===== src/rtl/mm_pkg.sv =====
// Shared types and helpers for the D-operand job sequencer.
package mm_pkg;

  // Job-level sequencer states.
  typedef enum logic [2:0] {
    IDLE,
    INIT,
    STREAM,
    DRAIN,
    DONE
  } sched_state_t;

  // Shift amount that divides a row count by N1 (N1 is a power of two).
  function automatic int n1_shift(input int n1);
    return $clog2(n1);
  endfunction

  // True when m has no bits set below log2(n1), i.e. m is a multiple of n1.
  function automatic logic is_mult_of_n1(input logic [31:0] m, input int n1);
    logic [31:0] mask;
    mask = 32'(n1) - 32'd1;
    return (m & mask) == 32'd0;
  endfunction

endpackage


===== src/rtl/mem_read_d_sched_cnt.sv =====
// Loadable up-counter with terminal-count compare. Used for both the issued
// beat count and the drain latency count.
module mem_read_d_sched_cnt #(
  parameter int W = 32
) (
  input  logic         clk,
  input  logic         rst,
  input  logic         clr,
  input  logic         en,
  input  logic [W-1:0] limit,
  output logic         at_limit,
  output logic         last
);

  logic [W-1:0] count;

  // Count up while enabled; clear takes priority so a new job starts at zero.
  always_ff @(posedge clk) begin
    if (rst || clr) begin
      count <= '0;
    end else if (en) begin
      count <= count + W'(1);
    end
  end

  assign at_limit = (count == limit);
  assign last     = ((count + W'(1)) == limit);

endmodule


===== src/rtl/mem_read_d_sched.sv =====
// Job-level sequencer for the D-operand address generator: accepts and
// validates a (M1, M3) descriptor, pulses the generator reset, streams
// M1dN1*N1*M3 valid_D beats under stall, drains, then reports done.
// Optional performance counters: define MEM_READ_D_SCHED_PERF_EN.
module mem_read_d_sched
  import mm_pkg::*;
#(
  parameter int N1           = 4,
  parameter int N2           = 4,
  parameter int MATRIXSIZE_W = 16,
  parameter int DRAIN_CYC    = 4,
  parameter int CNT_W        = 32
) (
  input  logic                    clk,
  input  logic                    rst,
  input  logic                    cfg_valid,
  output logic                    cfg_ready,
  input  logic [MATRIXSIZE_W-1:0] cfg_M1,
  input  logic [MATRIXSIZE_W-1:0] cfg_M3,
  input  logic                    stall,
  output logic                    gen_rst,
  output logic                    valid_D,
  output logic [MATRIXSIZE_W-1:0] M3,
  output logic [MATRIXSIZE_W-1:0] M1dN1,
  output logic                    busy,
  output logic                    done,
  output logic                    err
`ifdef MEM_READ_D_SCHED_PERF_EN
  ,
  output logic [CNT_W-1:0]        perf_stall_cyc,
  output logic [CNT_W-1:0]        perf_job_cyc
`endif
);

  localparam int SHIFT = n1_shift(N1);

  // N2 only travels alongside the job; nothing here depends on it.
  if (N1 < 2 || N2 < 1) begin : g_param_out_of_range
  end

  sched_state_t state, state_next;

  logic [CNT_W-1:0]          total;
  logic [2*MATRIXSIZE_W-1:0] job_prod;
  logic                      cfg_take;
  logic                      cfg_ok;
  logic                      iss_clr, iss_at_limit, iss_last;
  logic                      drn_clr, drn_at_limit, drn_last;

  assign cfg_take = cfg_valid && (state == IDLE);
  assign cfg_ok   = (cfg_M1 != '0) && (cfg_M3 != '0) &&
                    is_mult_of_n1(32'(cfg_M1), N1);
  // For an accepted job M1dN1*N1 equals cfg_M1, so the beat total is M1*M3.
  assign job_prod = (2*MATRIXSIZE_W)'(cfg_M1) * (2*MATRIXSIZE_W)'(cfg_M3);

  // State register; reset aborts any job straight back to IDLE.
  always_ff @(posedge clk) begin
    if (rst) begin
      state <= IDLE;
    end else begin
      state <= state_next;
    end
  end

  // Next-state and output decode.
  always_comb begin
    state_next = state;
    cfg_ready  = 1'b0;
    gen_rst    = 1'b0;
    valid_D    = 1'b0;
    busy       = 1'b0;
    done       = 1'b0;
    iss_clr    = 1'b0;
    drn_clr    = 1'b0;
    case (state)
      IDLE: begin
        cfg_ready = 1'b1;
        if (cfg_valid && cfg_ok) state_next = INIT;
      end
      INIT: begin
        gen_rst    = 1'b1;
        busy       = 1'b1;
        iss_clr    = 1'b1;
        state_next = STREAM;
      end
      STREAM: begin
        busy    = 1'b1;
        drn_clr = 1'b1;
        valid_D = !stall && !iss_at_limit;
        // A zero total (only possible through truncation) must not hang here.
        if ((valid_D && iss_last) || iss_at_limit) state_next = DRAIN;
      end
      DRAIN: begin
        busy = 1'b1;
        if (drn_last) state_next = DONE;
      end
      DONE: begin
        busy       = 1'b1;
        done       = 1'b1;
        state_next = IDLE;
      end
      default: state_next = IDLE;
    endcase
  end

  // Latch the job descriptor on acceptance and flag rejected descriptors.
  always_ff @(posedge clk) begin
    if (rst) begin
      M3    <= '0;
      M1dN1 <= '0;
      total <= '0;
      err   <= 1'b0;
    end else begin
      err <= cfg_take && !cfg_ok;
      if (cfg_take && cfg_ok) begin
        M3    <= cfg_M3;
        M1dN1 <= cfg_M1 >> SHIFT;
        total <= CNT_W'(job_prod);
      end
    end
  end

  mem_read_d_sched_cnt #(.W(CNT_W)) u_issued (
    .clk      (clk),
    .rst      (rst),
    .clr      (iss_clr),
    .en       (valid_D),
    .limit    (total),
    .at_limit (iss_at_limit),
    .last     (iss_last)
  );

  mem_read_d_sched_cnt #(.W(CNT_W)) u_drain (
    .clk      (clk),
    .rst      (rst),
    .clr      (drn_clr),
    .en       (state == DRAIN),
    .limit    (CNT_W'(DRAIN_CYC)),
    .at_limit (drn_at_limit),
    .last     (drn_last)
  );

`ifdef MEM_READ_D_SCHED_PERF_EN
  // Job and stall cycle counters: restart at INIT, hold from DONE onwards.
  always_ff @(posedge clk) begin
    if (rst) begin
      perf_stall_cyc <= '0;
      perf_job_cyc   <= '0;
    end else begin
      case (state)
        INIT: begin
          perf_stall_cyc <= '0;
          perf_job_cyc   <= CNT_W'(1);
        end
        STREAM: begin
          perf_job_cyc <= perf_job_cyc + CNT_W'(1);
          if (stall && !iss_at_limit) perf_stall_cyc <= perf_stall_cyc + CNT_W'(1);
        end
        DRAIN, DONE: perf_job_cyc <= perf_job_cyc + CNT_W'(1);
        default: ;
      endcase
    end
  end
`endif

endmodule


===== config.mk =====
export PLATFORM = sky130hd
export DESIGN_NAME = mem_read_d_sched
export DESIGN_NICKNAME = d
export VERILOG_FILES = /design/src/rtl/mm_pkg.sv /design/src/rtl/mem_read_d_sched_cnt.sv /design/src/rtl/mem_read_d_sched.sv
export SDC_FILE = /design/constraint.sdc
export NUM_CORES = 1
export LEC_CHECK = 0
export CAP_MARGIN = 20
export CORE_ASPECT_RATIO = 2
export CORE_UTILIZATION = 40
export DETAILED_ROUTE_END_ITERATION = 8
export PLACE_DENSITY = 0.64
export SYNTH_ARGS = -nofsm -noshare
export SYNTH_HDL_FRONTEND = slang
export SYNTH_SLANG_ARGS = --single-unit

===== constraint.sdc =====
create_clock -name clk -period 7.7 [get_ports clk]
set_clock_uncertainty 0.1 [all_clocks]
set_input_delay 1.155 -clock clk [delete_from_list [all_inputs] [get_ports clk]]
set_output_delay 1.155 -clock clk [all_outputs]
set_load 0.02 [all_outputs]

Yosys cells after proc, flatten, opt, wreduce, memory -nomap -nowiden

Cells that the tools add are included.

Register bits after elaboration: 130

Add/sub/neg operators: 2
$mul: 1
Equal/unequal tests: 10
Mux-type cells: 10
Reduce and logical (&&, ||, !) cells: 20

Operator list:

| operator                | number |
|---|---|
| $add A32 B1 Y32 const B | 2 |
| $eq A32 B32 Y1          | 2 |
| $eq A32 B3 Y1 const B   | 1 |
| $logic_not A32 Y1       | 1 |
| $mul A16 B16 Y32        | 1 |
| $reduce_bool A16 Y1     | 2 |
| $pmux W3 S4             | 1 |
| $mux W3                 | 3 |
| $logic_and A1 B1 Y1     | 8 |
| $eq A3 B2 Y1 const B    | 2 |
| $mux W1                 | 6 |
| $ne A2 B2 Y1 const B    | 2 |
| $reduce_or A4 Y1        | 1 |
| $eq A3 B1 Y1 const B    | 1 |
| $eq A3 B3 Y1 const B    | 1 |
| $logic_not A1 Y1        | 3 |
| $logic_not A3 Y1        | 1 |
| $logic_or A1 B1 Y1      | 3 |
| $reduce_and A3 Y1       | 1 |
| $ne A2 B1 Y1 const B    | 1 |

Depth between registers and ports, before layout

Gate-level depths: netlist of the first run.

Word-level depth: 7
Gate-level depth with buffers: 23
Gate-level depth less buffers: 21

Cells and area by module

Synthesis of the first run repeated with hierarchy kept, for this count alone.

Cell total of the unflattened synthesis: 2010
Area total of the unflattened synthesis: 16236.8 µm²

Modules (own cells, without submodules):

| module               | times used | cells each | area each (µm²) | sequential area each (µm²) |
|---|---|---|---|---|
| mem_read_d_sched     | 1          | 1332       | 11114.4         | 1321.3 |
| mem_read_d_sched_cnt | 2          | 339        | 2561.2          | 640.6 |

Worst setup path after synthesis of the first run

No wires, ideal clock.

Path kind: in2reg
Start: in cfg_M3[7]
End: reg total[31]
Setup time: 0.091 ns
Arrival: 6.833 ns
Slack: 0.676 ns
Cell stages on the path: 21
Buffers on the path: 2
Cells stage by stage: clkbuf_1 > clkbuf_1 > nand2_1 > fa_1 > fa_1 > inv_1 > fa_1 > fa_1 > fa_1 > inv_1 > fa_1 > inv_1 > ha_1 > and3_1 > and2_1 > a221o_1 > a221oi_1 > a21oi_1 > o211ai_1 > nand3_1 > a311oi_1

Word-level cells in the longest chain between the ends: 4

RTL lines:

| item                                                                     | line                    | RTL |
|---|---|---|
| start, declared                                                          | mem_read_d_sched.sv:19  | `input logic [MATRIXSIZE_W-1:0] cfg_M3,` |
| parallel branches: the longest is 4 deep, another holds $mul A16 B16 Y32 | n/a                     |  |
| end signal, assigned                                                     | mem_read_d_sched.sv:118 | `total <= CNT_W'(job_prod);` |
| end, declared                                                            | mem_read_d_sched.sv:43  | `logic [CNT_W-1:0] total;` |

Several ways; the timed one is not identified.
A chain may end at the register's enable or synchronous reset.

Worst setup path after layout of the first run

Start: in cfg_M3[6]
End: reg total[30]

The elaborated chain is that of the path after synthesis.

==> results.tsv, run 1 <==
stage	metric	value	unit
status	status	finished clean	
synthesis	Synth Cell Area	15300	µm²
power	Int Power	3.40	mW
synthesis	sequential element share of the synthesized area	0.171	
cts	CTS Sinks	130	
setup_path	CP dominant cell by count	fa_1	
routing	Final ANT Viol Nets	0	
worst_hold_path	Hold Crit Class	reg -> reg	
setup_path	CP Data Arrival Time	7560	ps
finish	share of cells above drive strength 1	0.0586	
routing	final wirelength	44400	µm
routing	met1 WL	15100	µm
grt	vias in the first global route	13700	
floorplanning	Starting Density	0.408	
synthesis	synth unique cells	64	
power	PD cells	388	nW/µm²
routing	Top Metal Used	met4	
grt	initial antenna violation count	1	
routing	DR WL met3	1280	µm
place	Place WS	-195	ps
floorplanning	Die Width	140	µm
power	sw power	3.32	mW
setup_path	Slowest-stage cell, CP	clkdlybuf4s50_1	
routing	# DRC	0	
timing	worst hold margin	358	ps
setup_path	crit path max fanout	11	
cts	postcts setup bufs	0	
flow_run	Max Cap Violations	0	
finish	register area	2600	µm²
timing	setup violators final	0	
grt	gr usage total	0.238	
cts	CTS Hold Buffers Added	0	
timing	fmax	136	MHz
timing	Worst slew margin	0.292	
routing	Avg WL per Cell	18.6	µm
power	sequential share of power	0.115	
synthesis	Yosys reg bits	130	
grt	largest net degree at the start of global routing	73	
floorplanning	Die H	278	µm
floorplanning	Ports	74	
synthesis	Synth Instances	1862	
setup_path	crit path from	cfg_M3[6]	
grt	total gr overflow	0	
power	clock share of power	0.129	
timing	endpoints failing hold	0	
floorplanning	Row Count	100	
power	Sw Share	0.494	
cts	Clk Latency, worst-skew pair	450	ps
synthesis	Avg Inst Size Synth	8.19	µm²
place	dpl hpwl	36000	µm
routing	Pre-antenna DRT Iters	5	
place	number of port buffers	71	
setup_path	Startpoint Class	input pin	
timing	final worst slack	367	ps
cts	clock-pin slew on the worst setup and hold paths	80	ps
power	Max VDD drop	0.304	mV
cts	CTS buffer count	17	
synthesis	Async SR Flop Fraction	0	
floorplanning	core area	37400	µm²
setup_path	worst-path cell chain	clkdlybuf4s50_1 -> buf_4 -> and2_1 -> fa_1 -> inv_1 -> fa_1 -> fa_1 -> inv_1 -> fa_1 -> fa_1 -> inv_1 -> fa_1 -> inv_1 -> ha_1 -> a21oi_1 -> a21boi_0 -> o31ai_2 -> a21oi_1 -> or4_1 -> nand4_1 -> a2111o_1 -> nand3_1	
cts	CTS tree	built	
finish	Ant. Diodes	0	
worst_hold_path	worst hold start	M1dN1[5]$_SDFFE_PP0P_	
setup_path	r2r startpoint	u_issued.count[0]$_SDFFE_PP0P_	
setup_path	CP Capture Type	flop	
finish	multi-input logic area	11400	µm²
cts	Root Buffer	clkbuf_16	
finish	nets	2250	
setup_path	WP buf/inv	6	
synthesis	Synth Flop Type	dfxtp_1	
routing	via count	12800	
routing	vias per cell	5.35	
timing	Tcrit/Tclk final	0.952	
setup_path	crit path kind	in -> reg	
routing	met2 WL	25400	µm
cts	Longest Clk Path Bufs	2	
synthesis	number of enable flip-flop cells after synthesis	0	
timing	post-layout min period	7330	ps
synthesis	Synth Warn #	0	
finish	FILL cells	3600	
floorplanning	full die area	39000	µm²
place	Final Wtd Congestion	1.06	
timing	Slew @ Worst Pin	1050	ps
routing	initial DRC count	557	
power	Leak	7.65	nW
grt	first-pass GRT wire length	71300	µm
timing	fin. max-slew vios	0	
setup_path	Worst EP required	7930	ps
cts	H-tree Lvls	4	
timing	RSZ-0062 raised after global routing	no	
power	Logic pwr share	0.755	
setup_path	delay-heaviest family, CP	adder cells	
finish	Layout area overhead	13.6	%
setup_path	Worst path max stage delay	650	ps
## layout by cell type, fill, tap and decap left out, types with 6 or more instances in the layout
cell type        count
buf_12               7
dfxtp_1            130
buf_4               58
o21bai_1             6
ha_1               106
nand2_1            306
clkbuf_16           17
xor2_1              64
or3_1               13
nor4_1              22
inv_6                6
o21a_1               6
a21o_1              14
nand3_1             44
a311oi_1             6
and3_1              21
nor2_1             109
a31oi_1             11
nand4_1             36
inv_1              239
nor3b_1              8
or4_1                8
mux2i_1              6
o211ai_1             8
a21oi_1             82
o21ai_0             27
fa_1               194
xnor2_1             69
and2_1             119
a211oi_1            10
clkdlybuf4s50_1     70
nor3_1              32
## sequential cells by signal (all words and copies together), names as in the netlist
register        count
u_issued.count     32
err                 1
M1dN1              14
u_drain.count      32
total              32
M3                 16
state               3
## repair_timing
| action | 4_1_cts | 5_1_grt |
|---|---|---|
| endpoints found under the setup margin | 0 | 2 |
| hold endpoints to repair | 0 | 0 |
| resized for setup | 0 | 1 |
## cells by family (layout without fill, tap and decap cells)
| family | count (synthesis) | count (layout) | share of synthesized area |
|---|---|---|---|
| buffers and inverters | 344 | 408 | 0.0861 |
| other | 1 | 2 | 0.000246 |
| and+or+nand+nor | 749 | 749 | 0.239 |
| AOI/OAI and AO/OA | 199 | 199 | 0.0823 |
| adders and majority gates | 300 | 300 | 0.341 |
| DFF | 130 | 130 | 0.171 |
| muxes | 6 | 6 | 0.00394 |
| xor gates and xnor gates | 133 | 133 | 0.0763 |
## routing by layer
layer | track usage | up-vias
met1 | 0.219 | 6200
li1 | - | 6065
met3 | 0.0284 | 148
met4 | 0.153 | 0
met2 | 0.479 | 347
met5 | 0 | -
## final timing paths
| check | to | slack, ps | depth (start not counted) |
|---|---|---|---|
| max | total[30]$_SDFFE_PP0P_ | 370 | 22 |
| min | M1dN1[5]$_SDFFE_PP0P_ | 360 | 2 |
| max reg2reg | state[0]$_SDFFE_PP0P_ | 4000 | 9 |
| min reg2reg | M1dN1[5]$_SDFFE_PP0P_ | 360 | 2 |
## stage by stage
| stage | std cells | util | area, µm² | power, mW | TNS [ps] |
|---|---|---|---|---|---|
| finish | 2386 | 0.463 | 17300 | 6.72 | 0 |
| global route | 2386 | 0.463 | 17300 | 7.41 | 0 |
| CTS | 2386 | 0.463 | 17300 | 6.76 | 0 |
| detailed placement | 2354 | 0.447 | 16700 | 5.84 | -535 |
| global placement | 2354 | 0.447 | 16700 | 5.75 | -370 |
| floorplan | 1863 | - | 15300 | 4.34 | 0 |
## Yosys cell counts (3+ instances only)
library cell,n,area share
a211oi_1,10,0.0049
a21o_1,14,0.0069
a21oi_1,82,0.027
a221o_1,3,0.0020
a311oi_1,7,0.0040
a31oi_1,11,0.0045
and2_1,119,0.049
and3_1,21,0.0086
and4_1,4,0.0023
buf_1,3,0.00074
buf_2,5,0.0016
buf_4,4,0.0020
clkbuf_1,91,0.022
dfxtp_1,130,0.17
fa_1,194,0.25
ha_1,106,0.087
inv_1,239,0.059
mux2i_1,6,0.0039
nand2_1,306,0.075
nand3_1,44,0.014
nand4_1,36,0.015
nand4b_1,3,0.0017
nor2_1,110,0.027
nor3_1,32,0.010
nor3b_1,8,0.0039
nor4_1,22,0.0090
nor4b_1,5,0.0029
o2111ai_1,5,0.0029
o211ai_1,8,0.0039
o21a_1,6,0.0030
o21ai_0,27,0.0089
o21bai_1,6,0.0030
o31ai_1,4,0.0020
or2_2,5,0.0021
or3_1,13,0.0053
or4_1,8,0.0039
xnor2_1,69,0.040
xor2_1,64,0.037
## worst min-delay path, stage by stage (launching register included)
cell     delay, ps
dfxtp_1        310
nand2_1         50
a21oi_1         50
## final cells by class
class	instances	share of cell area
sequential	130	0.150
clock buffer	17	0.0245
tap	459	0.0331
multi-input combinational	1389	0.656
timing repair buffer	136	0.0739
inverter	240	0.0520
clock inverter	15	0.0108
## power by group through the flow
| stage | Sequential [mW] | Combinational, mW | Clock (mW) |
|---|---|---|---|
| after floorplan | 0.786 | 3.55 | 0 |
| after global placement | 0.788 | 4.96 | 0 |
| after detailed placement | 0.789 | 5.05 | 0 |
| after CTS | 0.774 | 5.09 | 0.894 |
| after global routing | 0.781 | 5.71 | 0.915 |
| final | 0.774 | 5.07 | 0.870 |
(Power assumes the default switching activity.)
==> run 2, diff against run 1 <==
--- a/config.mk
+++ b/config.mk
@@ -12,4 +12,5 @@
 export PLACE_DENSITY = 0.64
 export SYNTH_ARGS = -nofsm -noshare
 export SYNTH_HDL_FRONTEND = slang
+export SYNTH_HIERARCHICAL = 1
 export SYNTH_SLANG_ARGS = --single-unit
==> run 2 against run 1 <==
  * Worst setup slack gained 110 ps
  * Combinational power grew 13%
  * Largest cell class unchanged
  * Die area grew 5.7%
  * Clock-buffer cell count grew 1
  * Synthesized cell count grew 7.1%
  * Area after synthesis grew 5.8%
  * Cell area grew 6.6%
  * Maximum frequency grew 1.5%
==> results.tsv, run 2 <==
stage	metric	value	unit
timing	fmax	138	MHz
timing	endpoints failing hold	0	
cts	CTS tree	built	
place	dpl hpwl	37500	µm
setup_path	Reg2Reg Depth	11	
finish	nets	2424	
power	PD cells	398	nW/µm²
finish	multi-input logic area	12300	µm²
synthesis	Avg Inst Size Synth	8.09	µm²
routing	final wirelength	46200	µm
setup_path	crit path kind	in -> reg	
setup_path	CP dominant cell by count	fa_1	
floorplanning	Die Width	144	µm
floorplanning	Starting Density	0.408	
routing	Final ANT Viol Nets	0	
routing	# DRC	0	
cts	CTS buffer count	17	
synthesis	Synth Warn #	6	
place	number of port buffers	71	
timing	worst hold margin	352	ps
setup_path	Slowest-stage cell, CP	clkdlybuf4s50_1	
timing	RSZ-0062 raised after global routing	no	
timing	Worst slew margin	0.317	
cts	Longest Clk Path Bufs	2	
power	Max VDD drop	0.309	mV
routing	initial DRC count	424	
timing	Tcrit/Tclk final	0.938	
cts	clock-pin slew on the worst setup and hold paths	70	ps
cts	H-tree Lvls	4	
setup_path	Stages on worst setup path	21	
finish	Ant. Diodes	0	
grt	gr usage total	0.240	
flow_run	Max Cap Violations	0	
setup_path	CP Data Arrival Time	7470	ps
setup_path	WP buf/inv	5	
grt	total gr overflow	0	
place	Final Wtd Congestion	0.958	
setup_path	crit path to	total[28]$_SDFFE_PP0P_	
grt	first-pass GRT wire length	75600	µm
setup_path	crit path max fanout	6	
setup_path	Worst path max stage delay	710	ps
cts	CTS Hold Buffers Added	0	
finish	leading cell type in the layout, fill and taps excluded	nand2_1	
floorplanning	core area	39600	µm²
synthesis	Synth Cell Area	16100	µm²
worst_hold_path	Hold Crit Class	reg -> reg	
cts	CTS Sinks	130	
floorplanning	Die H	286	µm
timing	setup violators final	0	
finish	share of cells above drive strength 1	0.0666	
routing	Pre-antenna DRT Iters	5	
finish	FILL cells	3919	
finish	register area	2600	µm²
setup_path	r2r startpoint	u_issued/count[0]$_SDFFE_PP0P_	
synthesis	Synth Instances	1995	
timing	fin. max-slew vios	0	
setup_path	CP Capture Type	flop	
setup_path	worst-path cell chain	clkdlybuf4s50_1 -> nand2_1 -> fa_1 -> fa_1 -> fa_1 -> fa_1 -> inv_1 -> fa_1 -> inv_1 -> fa_1 -> inv_1 -> ha_1 -> buf_4 -> a21oi_1 -> o21ai_0 -> a211o_1 -> a311o_1 -> nor2_2 -> nor4b_4 -> nor3_1 -> a311o_1	
setup_path	r2r endpoint	state[2]$_SDFFE_PP0P_	
status	status	finished clean	
cts	CTS resizes	0	
setup_path	Startpoint Class	input pin	
timing	post-layout min period	7220	ps
finish	most frequent cells in the layout	301 x nand2_1, 250 x inv_1, 194 x fa_1, 131 x and2_1, 130 x dfxtp_1	
finish	top flop regs	total x32, u_drain/count x32, u_issued/count x32	
floorplanning	Ports	74	
setup_path	Worst R2R Setup Slack	3640	ps
timing	Setup TNS	0	ps
finish	Layout area overhead	14.4	%
routing	via count	13800	
routing	Avg WL per Cell	17.6	µm
grt	initial antenna violation count	0	
cts	Root Buffer	clkbuf_16	
timing	Slew @ Worst Pin	1030	ps
grt	largest net degree at the start of global routing	71	
grt	vias in the first global route	14700	
cts	Clk Latency, worst-skew pair	460	ps
routing	vias per cell	5.24	
setup_path	crit path from	cfg_M1[9]	
setup_path	Worst EP required	7950	ps
cts	postcts setup bufs	0	
floorplanning	full die area	41200	µm²
floorplanning	Row Count	103	
power	Leak	8.27	nW
setup_path	delay-heaviest family, CP	adder cells	
-- run 2: per-layer routing --
metal | vias up | track usage | share of wire
li1 | 6566 | - | -
met1 | 6709 | 0.225 | 0.34
met2 | 328 | 0.482 | 0.58
met3 | 148 | 0.0275 | 0.027
met4 | 0 | 0.139 | 0.055
met5 | - | 0 | 0
-- run 2: worst min-delay path by stage --
stage,end,cells after the start,startpoint
final,M3[2]$_SDFFE_PP0P_,2,M3[2]$_SDFFE_PP0P_
after floorplan,total[21]$_SDFFE_PP0P_,2,total[21]$_SDFFE_PP0P_
after detailed placement,M3[2]$_SDFFE_PP0P_,2,M3[2]$_SDFFE_PP0P_
after CTS,M3[2]$_SDFFE_PP0P_,2,M3[2]$_SDFFE_PP0P_
after global routing,M3[0]$_SDFFE_PP0P_,2,M3[0]$_SDFFE_PP0P_
after global placement,M3[0]$_SDFFE_PP0P_,2,M3[0]$_SDFFE_PP0P_
-- run 2: area by class of cell --
class | count | share of cell area
repair buffers | 152 | 0.0750
multi-input cells | 1537 | 0.665
flip-flops and latches | 130 | 0.141
clock inverters | 14 | 0.00894
inverters | 250 | 0.0508
well taps | 525 | 0.0356
clock buffers | 18 | 0.0238
-- run 2: report_power, final --
group | leakage [nW] | total, mW | switching (mW) | internal, mW
logic | 6.92 | 5.74 | 3.28 | 2.46
registers | 1.05 | 0.745 | 0.0320 | 0.712
clock network | 0.297 | 0.867 | 0.372 | 0.496
total | 8.27 | 7.35 | 3.68 | 3.67
-- run 2: worst min-delay path: stages, from the launching register on --
cell and delay [ps]:
dfxtp_1 310, nand2_1 50, a21oi_1 50
-- run 2: stage by stage --
stage	util	power [mW]	cell area, µm²	worst slack [ps]	instances
after CTS	0.467	7.36	18500	534	2625
after global routing	0.467	8.08	18500	191	2626
after global placement	0.452	6.38	17900	154	2593
after floorplan	-	4.63	16300	542	2041
final	0.467	7.35	18500	478	2626
after detailed placement	0.452	6.45	17900	60.2	2593
==> run 3, diff against run 2 <==
--- a/config.mk
+++ b/config.mk
@@ -9,6 +9,7 @@
 export CORE_ASPECT_RATIO = 2
 export CORE_UTILIZATION = 40
 export DETAILED_ROUTE_END_ITERATION = 8
+export HOLD_SLACK_MARGIN = 0.02
 export PLACE_DENSITY = 0.64
 export SYNTH_ARGS = -nofsm -noshare
 export SYNTH_HDL_FRONTEND = slang
==> results of run 3 <==
Final layout, timing and power as in run 2 (identical DEF).
